## config.mk

```make
export PLATFORM = sky130hd
export DESIGN_NAME = uart_frame_tx
export DESIGN_NICKNAME = d
export VERILOG_FILES = /design/src/rtl/uart_frame_tx.sv
export SDC_FILE = /design/constraint.sdc
export NUM_CORES = 1
export LEC_CHECK = 0
export CAP_MARGIN = 10
export CORE_MARGIN = 3
export CORE_UTILIZATION = 50
export DETAILED_ROUTE_END_ITERATION = 10
export PLACE_DENSITY = 0.7
export SETUP_SLACK_MARGIN = 0.05
export SLEW_MARGIN = 20
export SYNTH_ARGS = -nofsm -noshare
export SYNTH_HDL_FRONTEND = slang
export SYNTH_SLANG_ARGS = --single-unit
```

## constraint.sdc

```tcl
create_clock -name i_clk -period 3.4 [get_ports i_clk]
set_clock_uncertainty 0.05 [all_clocks]
set_input_delay 0.68 -clock i_clk [delete_from_list [all_inputs] [get_ports i_clk]]
set_output_delay 0.68 -clock i_clk [all_outputs]
set_load 0.05 [all_outputs]
```

## src/rtl/uart_frame_tx.sv

```systemverilog
// uart_frame_tx: buffers payload bytes in a FIFO and, on request, emits one
// frame (SOF, LEN, payload, XOR checksum) through the uart_tx handshake.
// Ports:
//   i_clk, i_rst_n             clock, synchronous active-low reset
//   i_wr_en, i_wr_data         payload FIFO push
//   o_full, o_count            FIFO full flag and occupancy
//   o_overflow                 one-cycle pulse when a write was dropped
//   i_send                     request a frame of the current FIFO contents
//   o_busy, o_frame_done       frame in progress / one-cycle completion pulse
//   o_tx_dv, o_tx_byte         byte strobe and data towards uart_tx
//   i_tx_active, i_tx_done     status from uart_tx
module uart_frame_tx #(
    parameter int unsigned FIFO_DEPTH = 16,
    parameter logic [7:0]  SOF_BYTE   = 8'hAA
) (
    input  logic                          i_clk,
    input  logic                          i_rst_n,
    input  logic                          i_wr_en,
    input  logic [7:0]                    i_wr_data,
    output logic                          o_full,
    output logic [$clog2(FIFO_DEPTH):0]   o_count,
    output logic                          o_overflow,
    input  logic                          i_send,
    output logic                          o_busy,
    output logic                          o_frame_done,
    output logic                          o_tx_dv,
    output logic [7:0]                    o_tx_byte,
    input  logic                          i_tx_active,
    input  logic                          i_tx_done
);

    localparam int unsigned PTR_W = $clog2(FIFO_DEPTH);
    localparam int unsigned CNT_W = PTR_W + 1;

    typedef enum logic [1:0] {IDLE, ISSUE, WAIT_DONE, GAP} state_t;
    typedef enum logic [1:0] {PH_SOF, PH_LEN, PH_DATA, PH_CSUM} phase_t;

    state_t             state_q, state_d;
    phase_t             phase_q, phase_d;
    logic [CNT_W-1:0]   len_q, len_d;
    logic [CNT_W-1:0]   rem_q, rem_d;
    logic [7:0]         csum_q, csum_d;
    logic               busy_d, done_d, tx_dv_d;
    logic [7:0]         tx_byte_d;
    logic [7:0]         issue_byte;

    logic [7:0]         mem [FIFO_DEPTH];
    logic [PTR_W-1:0]   wr_ptr_q, rd_ptr_q;
    logic [CNT_W-1:0]   count_q, count_d;
    logic               full_q;
    logic               push, pop;

    // FIFO bookkeeping; a push is allowed while full if a pop frees a slot
    assign push    = i_wr_en & (~full_q | pop);
    assign count_d = count_q + CNT_W'(push) - CNT_W'(pop);

    // Byte presented for the current phase
    always_comb begin
        issue_byte = SOF_BYTE;
        case (phase_q)
            PH_SOF:  issue_byte = SOF_BYTE;
            PH_LEN:  issue_byte = 8'(len_q);
            PH_DATA: issue_byte = mem[rd_ptr_q];
            PH_CSUM: issue_byte = csum_q;
        endcase
    end

    // Next-state and output decode
    always_comb begin
        state_d   = state_q;
        phase_d   = phase_q;
        len_d     = len_q;
        rem_d     = rem_q;
        csum_d    = csum_q;
        busy_d    = o_busy;
        done_d    = 1'b0;
        tx_dv_d   = 1'b0;
        tx_byte_d = o_tx_byte;
        pop       = 1'b0;

        case (state_q)
            IDLE: begin
                if (i_send) begin
                    // Same-cycle write is not yet in count_q, so it stays for the next frame
                    state_d = ISSUE;
                    phase_d = PH_SOF;
                    len_d   = count_q;
                    rem_d   = count_q;
                    csum_d  = 8'h00;
                    busy_d  = 1'b1;
                end
            end
            ISSUE: begin
                if (!i_tx_active) begin
                    tx_dv_d   = 1'b1;
                    tx_byte_d = issue_byte;
                    state_d   = WAIT_DONE;
                    if (phase_q == PH_LEN || phase_q == PH_DATA) begin
                        csum_d = csum_q ^ issue_byte;
                    end
                    if (phase_q == PH_DATA) begin
                        pop   = 1'b1;
                        rem_d = rem_q - CNT_W'(1);
                    end
                end
            end
            WAIT_DONE: begin
                if (i_tx_done) begin
                    state_d = GAP;
                end
            end
            GAP: begin
                state_d = ISSUE;
                case (phase_q)
                    PH_SOF:  phase_d = PH_LEN;
                    PH_LEN:  phase_d = (len_q == '0) ? PH_CSUM : PH_DATA;
                    PH_DATA: phase_d = (rem_q == '0) ? PH_CSUM : PH_DATA;
                    PH_CSUM: begin
                        state_d = IDLE;
                        busy_d  = 1'b0;
                        done_d  = 1'b1;
                    end
                endcase
            end
        endcase
    end

    // State and output registers
    always_ff @(posedge i_clk) begin
        if (!i_rst_n) begin
            state_q      <= IDLE;
            phase_q      <= PH_SOF;
            len_q        <= '0;
            rem_q        <= '0;
            csum_q       <= 8'h00;
            o_busy       <= 1'b0;
            o_frame_done <= 1'b0;
            o_tx_dv      <= 1'b0;
            o_tx_byte    <= 8'h00;
            wr_ptr_q     <= '0;
            rd_ptr_q     <= '0;
            count_q      <= '0;
            full_q       <= 1'b0;
            o_overflow   <= 1'b0;
        end else begin
            state_q      <= state_d;
            phase_q      <= phase_d;
            len_q        <= len_d;
            rem_q        <= rem_d;
            csum_q       <= csum_d;
            o_busy       <= busy_d;
            o_frame_done <= done_d;
            o_tx_dv      <= tx_dv_d;
            o_tx_byte    <= tx_byte_d;
            if (push) wr_ptr_q <= wr_ptr_q + PTR_W'(1);
            if (pop)  rd_ptr_q <= rd_ptr_q + PTR_W'(1);
            count_q      <= count_d;
            full_q       <= (count_d == CNT_W'(FIFO_DEPTH));
            o_overflow   <= i_wr_en & ~push;
        end
    end

    // Payload storage; reset flushes via the pointers only
    always_ff @(posedge i_clk) begin
        if (push) begin
            mem[wr_ptr_q] <= i_wr_data;
        end
    end

    assign o_full  = full_q;
    assign o_count = count_q;

endmodule

```

# Word level (Yosys, flattened, before mapping)
# Memory sizes are Yosys's and may differ from the RTL's. A register that Yosys moved wholly into a read port is not among the register bits.
# Cells that the tools add are included.
dict set report totals {
  n_memories 1
  input_bits 14
  out_inout_bits 18
  ramBits 128
  wordCells 88
  ff_bits 48
}
dict set report op_classes {
  muxes 31
  n_reduce_logical 16
  addsub 5
  n_eq_ne 14
  bitwise_logic 7
}
# memory depth width read_ports rd_clocked_by_memory_dff wr line
set mem_list {}
lappend mem_list {mem 16 8 1 1 1 47} ;# logic [7:0] mem [FIFO_DEPTH];
# cell n
set ops {}
lappend ops {{case mux 8 bit (4 select lines)} 1}
lappend ops {{2-to-1 mux 8 bit} 3}
lappend ops {{case mux 8 bit (2 select lines)} 1}
lappend ops {{2-to-1 mux 5 bit} 3}
lappend ops {{2-to-1 mux 1 bit} 12}
lappend ops {{!= test 2 bit (second input constant)} 6}
lappend ops {{logical NOT 5 bit} 2}
lappend ops {{case mux 5 bit (2 select lines)} 1}
lappend ops {{AND reduction 3 bit} 3}
lappend ops {{adder 4 x 1 -> 4 bit (second input constant)} 2}
lappend ops {{equality test 2 bit (second input constant)} 4}
lappend ops {{2-to-1 mux 2 bit} 4}
lappend ops {{2-to-1 mux 4 bit} 2}
lappend ops {{case mux 2 bit (4 select lines)} 1}
lappend ops {{AND reduction 2 bit} 4}
lappend ops {{AND reduction 4 bit} 2}
lappend ops {{XOR 8 bit} 1}
lappend ops {{case mux 2 bit (3 select lines)} 1}
lappend ops {{adder 5 x 1 -> 5 bit} 1}
lappend ops {{equality test 5 bit (second input constant)} 1}
lappend ops {{subtractor 5 x 1 -> 5 bit} 1}
lappend ops {{subtractor 5 x 1 -> 5 bit (second input constant)} 1}
lappend ops {{equality test 2 x 1 -> 1 bit (second input constant)} 2}
lappend ops {{logical NOT 2 bit} 2}
lappend ops {{8 further kinds} 12}

# Logic depth before layout (Yosys ltp)
# Gate-level depths: netlist of run 1.
dict set report depth {
  ltp_word 9
  depth_mapped 15
  ltp_nobuf 14
}

# Least setup slack after synthesis of run 1
# OpenSTA, ideal clock, no wires.
dict set report synth_path {
  path_kind {input port to flip-flop}
  start {input port i_tx_active}
  end {register full_q (netlist: o_full)}
  path_slack_ps 370
  setup_time_ps 115
  t_arrival_ps 2865
  n_path_buf 0
  path_stages 12
  t_required_ps 3235
  path_cell_list {nand3b_1 a21boi_2 inv_1 ha_1 inv_1 ha_1 fa_1 a21o_1 a21oi_1 xnor2_1 and2_1 and2_1}
}
dict set report synth_between {
  elab_chain_cells 7
}
# item line
set synth_rtl {}
lappend synth_rtl {{start: declaration} 28} ;# input logic i_tx_active,
lappend synth_rtl {{2-to-1 mux 1 bit (*)} 94} ;# if (!i_tx_active) begin
lappend synth_rtl {{2-to-1 mux 1 bit (*)} 81} ;# case (state_q)
lappend synth_rtl {{bitwise OR 1 bit} 54} ;# assign push = i_wr_en & (~full_q | pop);
lappend synth_rtl {{AND 1 bit} 54}
lappend synth_rtl {{adder 5 x 1 -> 5 bit} 55} ;# assign count_d = count_q + CNT_W'(push) - CNT_W'(pop);
lappend synth_rtl {{subtractor 5 x 1 -> 5 bit (*)} 55}
lappend synth_rtl {{equality test 5 bit (*)} 158} ;# full_q <= (count_d == CNT_W'(FIFO_DEPTH));
lappend synth_rtl {{end signal: assignment} 158}
lappend synth_rtl {{end: declaration} 50} ;# logic full_q;
# Mark *: on every way between the ends. The rest lies on a longest branch, timed or not.
# A chain may end at the register's enable or synchronous reset.

# Final worst setup path of run 1
# Same ends and word-level chain as after synthesis.

==> results of run 1 <==
==> worst max-delay path: cells and delay by family <==
kind            cells  cell delay (ns)
compound gates      3             0.58
buf+inv             3             0.51
xor+xnor            1             0.08
simple gates        3             0.59
fa+ha+maj           3             0.87
==> per-stage QoR <==
| step | hold slack (ns) | instance area, sq um | setup WS, ns |
|---|---|---|---|
| after floorplan | 0.393 | 7800 | 0.370 |
| after CTS | 0.426 | 9010 | 0.368 |
| after global placement | 0.404 | 8390 | -0.00297 |
| final | 0.428 | 9010 | 0.347 |
| after global routing | 0.451 | 9010 | 0.246 |
| after detailed placement | 0.417 | 8390 | -0.0847 |
==> layer usage <==
layer / share of wire [%] / routed length, um
met4: 1.9 / 320
met2: 48 / 7980
met5: 0 / 0
met3: 6.1 / 1010
met1: 44 / 7260
==> registers in the layout, summed over array words and instances (netlist names), 2 cells and up, named ones only <==
name	flops
o_count	5
len_q	5
csum_q	8
phase_q	2
state_q	2
wr_ptr_q	4
o_tx_byte	8
rem_q	5
rd_ptr_q	4
mem	128
==> power by group through the flow <==
stage	logic (uW)	clock network, uW	registers (uW)
floorplan	774	0	2810
global placement	1210	0	2690
detailed placement	1260	0	2700
CTS	1260	2040	2660
global route	1390	2140	2680
finish	1270	2010	2660
==> layout make-up <==
cell class,count,area [sq um],share of cell area (%)
sequential,180,4890,54.3
tap,211,264,2.93
clock inverter,9,125,1.39
timing repair buffer,55,503,5.58
multi-input combinational,367,2670,29.6
inverter,19,71.3,0.792
clock buffer,23,488,5.42
==> logic make-up (layout without fill, tap and decap cells) <==
kind of cell / after synthesis / count (layout) / share of synthesized area [%]
DFF: 180 / 180 / 62.6
and+or+nand+nor: 154 / 154 / 9.92
AOI/OAI and AO/OA: 111 / 111 / 10.2
muxes: 71 / 71 / 9.49
buffers and inverters: 44 / 106 / 3.25
adders and majority gates: 21 / 21 / 3.46
xor gates and xnor gates: 10 / 10 / 1.12
==> how the worst min path moves through the flow <==
stage              start         to  slack (ns)  depth (start not counted)
2_1_floorplan  csum_q[0]  csum_q[0]        0.39                          2
3_3_place_gp   csum_q[2]  csum_q[2]        0.40                          2
3_5_place_dp   csum_q[4]  csum_q[4]        0.42                          2
4_1_cts        csum_q[4]  csum_q[4]        0.43                          2
5_1_grt        csum_q[2]  csum_q[2]        0.45                          2
6_report       csum_q[4]  csum_q[4]        0.43                          2
==> layout by cell type (no fill, tap or decap), types with 4 or more instances in the layout <==
cell type | synthesis | final
edfxtp_1 | 128 | 128
mux2i_1 | 53 | 53
dfxtp_1 | 52 | 51
nand2_1 | 34 | 34
clkdlybuf4s50_1 | 0 | 31
nor3_1 | 26 | 26
buf_4 | 0 | 23
nor2_1 | 22 | 22
o21ai_0 | 20 | 20
ha_1 | 20 | 20
nand3_1 | 19 | 19
inv_1 | 18 | 18
and2_1 | 17 | 17
clkbuf_16 | 0 | 17
a21oi_1 | 16 | 16
mux2_2 | 14 | 14
nor2b_1 | 13 | 13
a22oi_1 | 13 | 13
nand2b_1 | 11 | 11
xnor2_1 | 8 | 8
a21boi_0 | 8 | 8
a31oi_1 | 8 | 8
o22ai_1 | 7 | 7
a22o_1 | 7 | 7
o21a_1 | 6 | 6
a32o_1 | 4 | 4
a21o_1 | 4 | 4
clkbuf_8 | 0 | 4
==> flow_metrics.env, run 1 <==
export IMPL_synth_edff_count=128
export IMPL_period_minus_slack_ns=3.05
export IMPL_portBuffers=31
export IMPL_yosys_top_cells_area="edfxtp_1 (49%), dfxtp_1 (13%), mux2i_1 (6.8%)"
export IMPL_setup_tns_ns=0
export IMPL_synth_seq_cells=180
export IMPL_required_ns=3.67
export IMPL_arrival_ns=3.32
export IMPL_slowest_delay_ns=0.41
export IMPL_clk_insertion_delay_late_ns=0.42
export IMPL_core_rowCount=45
export IMPL_ff2ff_path_depth=14
export IMPL_root_buffer="clkbuf_16"
export IMPL_drv_slew=0
export IMPL_start_util_pct=51.2
export IMPL_worst_path_max_fanout=2
export IMPL_drt_initial_drc_count=556
export IMPL_nets=675
export IMPL_intPower_uw=4260
export IMPL_grt_pass1_wl_mm=25.5
export IMPL_fin_util_pct=59.0
export IMPL_die_x_um=131
export IMPL_top_usage_layer="met2"
export IMPL_comb_power_share_pct=21.4
export IMPL_max_freq_mhz=328
export IMPL_netSwitchingPower_uw=1680
export IMPL_synth_fp_nets=626
export IMPL_ctsResizeCount=0
export IMPL_tritoncts="built"
export IMPL_peakVddDrop_v=0.000375
export IMPL_grt_met3_usage_pct=4.02
export IMPL_worstHoldPathType="flop to flop"
export IMPL_drc=0
export IMPL_p_sw_share_pct=28.3
export IMPL_setup_viol=0
export IMPL_slew_headroom_pct=49.4
export IMPL_maxCapViolCount=0
export IMPL_die_h_um=131
export IMPL_synthTopCellsByCount="edfxtp_1 (128), mux2i_1 (53), dfxtp_1 (52), nand2_1 (34), nor3_1 (26)"
export IMPL_gr_total_overflow=0
export IMPL_ys_warn_count=0
export IMPL_drive_above_1_share_pct=11.9
export IMPL_worstSetupEndpointType="flop"
export IMPL_area_growth_pct=15.4
export IMPL_r2r_start="state_q[1]"
export IMPL_grtUsageMet2_pct=31.6
export IMPL_vias=4940
export IMPL_worst_pin_slew_ns=0.750
export IMPL_syn_cell_area_sq_um=7800
export IMPL_ant_nets=0
export IMPL_cp_start_kind="input pin"
export IMPL_rr_endpoint="o_full"
export IMPL_wl_per_cell_um=19.2
export IMPL_path_cells="clkdlybuf4s50_1 > nand3b_1 > a21boi_2 > inv_1 > ha_1 > inv_1 > ha_1 > fa_1 > a21o_1 > a21oi_1 > xnor2_1 > and2_1 > and2_1"
export IMPL_ys_async_sr_fraction_pct=0
export IMPL_grt_max_degree=46
export IMPL_place_congestion=0.815
export IMPL_syn_area_per_cell_sq_um=13.2
export IMPL_path_class="input pin to flop"
export IMPL_place_hpwl_mm=11.3
export IMPL_cts_path_max_buffers=2
export IMPL_ys_seq_area_share_pct=62.6
export IMPL_rsz0062_at_grt="no"
export IMPL_nFillCells=1183
export IMPL_die_area_sq_um=17100
export IMPL_clockPowerShare_pct=33.8
export IMPL_status="complete, no violations"
export IMPL_p_seq_share_pct=44.8
export IMPL_synth_top_area_cell="edfxtp_1"
export IMPL_cts_buffers=17
export IMPL_endpoint="o_full"
export IMPL_crit_path_top_delay_cell="clkdlybuf4s50_1"
export IMPL_worstSetupStartpoint="i_tx_active"
export IMPL_path_clk_slew_ns=0.06
export IMPL_grt_util_met1_pct=27.2
export IMPL_grt_pass1_vias=4714
export IMPL_fp_coreArea_sq_um=15300
export IMPL_synthCells=591
export IMPL_synth_top_area_share_pct=49.2
export IMPL_postCtsSetupBuffers=0
export IMPL_dp_cells=832
export IMPL_cts_num_sinks=180
export IMPL_rrSetupSlack_ns=0.43
export IMPL_cts_hold_buf=0
export IMPL_grt_antenna_before_repair=0
export IMPL_stdcell_count=864
export IMPL_h_tree_depth=4
export IMPL_p_total_uw=5940
export IMPL_synth_cell_types=55
export IMPL_post_drt_via_cell_ratio=5.72
export IMPL_antennaDiodeCount=0
export IMPL_grt_usage_pct=19.9
export IMPL_routed_wl_mm=16.6
export IMPL_finalHoldViolCount=0
export IMPL_power_leakage_uw=0.00297
export IMPL_power_density_nw_per_um2=660
export IMPL_first_pass_iters=5
export IMPL_finalCritPeriodShare_pct=89.8
export IMPL_yosysMostFrequentCell="edfxtp_1"
export IMPL_synthFlopType="edfxtp_1"
export IMPL_pin_count=32
Note: power is estimated with default switching activity, not from simulation.
==> inputs of run 2 (changes only) <==
--- a/config.mk
+++ b/config.mk
@@ -9,7 +9,7 @@
 export CORE_MARGIN = 3
 export CORE_UTILIZATION = 50
 export DETAILED_ROUTE_END_ITERATION = 10
-export PLACE_DENSITY = 0.7
+export PLACE_DENSITY = 0.72
 export SETUP_SLACK_MARGIN = 0.05
 export SLEW_MARGIN = 20
 export SYNTH_ARGS = -nofsm -noshare
==> constraint.sdc (replaced) <==
create_clock -name i_clk -period 2.55 [get_ports i_clk]
set_clock_uncertainty 0.05 [all_clocks]
set_input_delay 0.51 -clock i_clk [delete_from_list [all_inputs] [get_ports i_clk]]
set_output_delay 0.51 -clock i_clk [all_outputs]
set_load 0.05 [all_outputs]
==> run 2 against run 1 <==
Against the previous run:
- die area stayed put
- sequential power grew 33%
- the run now ends with setup timing left
- critical path depth increased by 1
==> flow_metrics.env, run 2 (synthesis results as in run 1) <==
export IMPL_grt_max_degree=36
export IMPL_grt_usage_pct=20.6
export IMPL_largest_reg_flops=128
export IMPL_crit_path_frequent_cell="ha_4"
export IMPL_p_sw_share_pct=29.8
export IMPL_worstHoldPathType="flop to flop"
export IMPL_worst_pin_slew_ns=0.657
export IMPL_core_rowCount=45
export IMPL_power_density_nw_per_um2=872
export IMPL_netSwitchingPower_uw=2420
export IMPL_comb_power_share_pct=23.6
export IMPL_ant_nets=0
export IMPL_place_hpwl_mm=11.6
export IMPL_wl_per_cell_um=19.3
export IMPL_finalHoldViolCount=0
export IMPL_start_util_pct=51.2
export IMPL_intPower_uw=5710
export IMPL_nets=696
export IMPL_path_class="flop to flop"
export IMPL_drive_above_1_share_pct=18.5
export IMPL_first_pass_iters=5
export IMPL_status="finished with violations"
export IMPL_fp_coreArea_sq_um=15300
export IMPL_period_minus_slack_ns=2.73
export IMPL_layout_commonest_cell="edfxtp_1"
export IMPL_antennaDiodeCount=0
export IMPL_slowest_delay_ns=0.37
export IMPL_nFillCells=1160
export IMPL_worst_path_max_fanout=2
export IMPL_die_h_um=131
export IMPL_final_cell_area_sq_um=9320
export IMPL_multi_input_area_sq_um=2810
export IMPL_setup_viol=3
export IMPL_path_clk_slew_ns=0.07
export IMPL_slew_headroom_pct=56.1
export IMPL_crit_path_top_delay_cell="fa_2"
export IMPL_grt_pass1_wl_mm=26.5
export IMPL_finalCritPeriodShare_pct=107
export IMPL_cts_buffers=17
export IMPL_dp_cells=847
export IMPL_gr_total_overflow=0
export IMPL_worstSetupEndpointType="flop"
export IMPL_rsz0062_at_grt="yes"
export IMPL_cts_path_max_buffers=2
export IMPL_required_ns=2.83
export IMPL_stdcell_count=885
export IMPL_root_buffer="clkbuf_16"
export IMPL_grt_pass1_vias=4964
export IMPL_routed_wl_mm=17.1
export IMPL_final_cell_mix="edfxtp_1 (128), mux2i_1 (53), dfxtp_1 (47)"
export IMPL_peakVddDrop_v=0.000503
export IMPL_vias=5005
export IMPL_maxCapViolCount=0
export IMPL_drc=0
export IMPL_cp_start_kind="flop"
export IMPL_clockPowerShare_pct=32.8
export IMPL_portBuffers=31
export IMPL_arrival_ns=3.02
export IMPL_max_freq_mhz=366
export IMPL_die_area_sq_um=17100
export IMPL_power_leakage_uw=0.00307
export IMPL_area_growth_pct=19.4
export IMPL_grt_antenna_before_repair=0
export IMPL_h_tree_depth=4
export IMPL_die_x_um=131
export IMPL_regMostFlops="mem"
export IMPL_pin_count=32
export IMPL_drv_slew=0
export IMPL_place_congestion=0.820
export IMPL_violations="setup timing"
export IMPL_drt_initial_drc_count=465
export IMPL_cts_hold_buf=0
export IMPL_cts_num_sinks=180
export IMPL_clk_insertion_delay_late_ns=0.43
export IMPL_post_drt_via_cell_ratio=5.66
export IMPL_reg_top3="mem x128, csum_q x8, o_tx_byte x8"
export IMPL_register_area_sq_um=4890
export IMPL_p_seq_share_pct=43.6
export IMPL_place_area_sq_um=8550
export IMPL_fin_util_pct=61.1
export IMPL_fin_ws_ns=-0.184
export IMPL_path_cells="inv_2 > ha_4 > nand3b_1 > buf_4 > inv_1 > ha_4 > inv_2 > ha_4 > fa_2 > a21o_1 > a21oi_2 > xnor2_1 > and2_1 > and2_1"
export IMPL_tritoncts="built"
export IMPL_hold_slack_ns=0.431
[run 2: cell types whose count changed in the layout (fill, tap and decap cells not counted), sizes merged]
cell,previous run,this run
buf,24,45
clkbuf,23,17
clkinv,4,8
clkinvlp,1,3
clkdlybuf4s50,31,30
dlygate4sd2,0,1
[run 2: critical path: cells and delay by family (launching register included)]
kind	cells	cell delay (ns)
buffers and inverters	4	0.33
XOR/XNOR	1	0.09
adder cells (fa/ha/maj)	4	0.95
AO/OA/AOI/OAI	2	0.33
flip-flops	1	0.34
AND/OR/NAND/NOR	3	0.53
[run 2: area by class of cell]
cell class              instances  area share [%]
flip-flops and latches        180            52.5
multi-input cells             367            30.2
repair buffers                 76            7.21
clock buffers                  17            4.56
well taps                     211            2.83
clock inverters                15            1.96
inverters                      19           0.765
[run 2: final timing paths]
check | cells after the start | slack, ns | to | from
max | 14 | -0.18 | o_full | phase_q[0]
min reg2reg | 2 | 0.43 | csum_q[4] | csum_q[4]
min | 2 | 0.43 | csum_q[4] | csum_q[4]
max reg2reg | 14 | -0.18 | o_full | phase_q[0]
[run 2: metal layers]
metal  track usage (%)  up-vias  wire, um
met5                 0        -         0
met2              33.3      152      8380
met4              6.23        0       307
met1              27.3     2470      7450
met3              5.77       26       921
li1                  -     2357         -
[run 2: stage by stage]
stage          setup WS, ns  total power (uW)  TNS, ns
3_5_place_dp         -0.671              5410    -2.11
4_1_cts              -0.200              8080   -0.293
2_1_floorplan        -0.175              4830   -0.231
5_1_grt              -0.242              8460   -0.435
6_report             -0.184              8130   -0.248
3_3_place_gp         -0.555              5310    -1.70
[run 2: timing repair]
item	CTS	global route
resized for setup	8	16
pin swaps	6	9
setup buffers	6	0
endpoints found under the setup margin	3	11
[run 2: power groups by stage]
stage	Sequential, uW	Combinational [uW]	Clock, uW
6_report	3550	1920	2670
5_1_grt	3570	2080	2820
4_1_cts	3540	1850	2690
3_5_place_dp	3600	1810	0
3_3_place_gp	3590	1730	0
2_1_floorplan	3760	1070	0
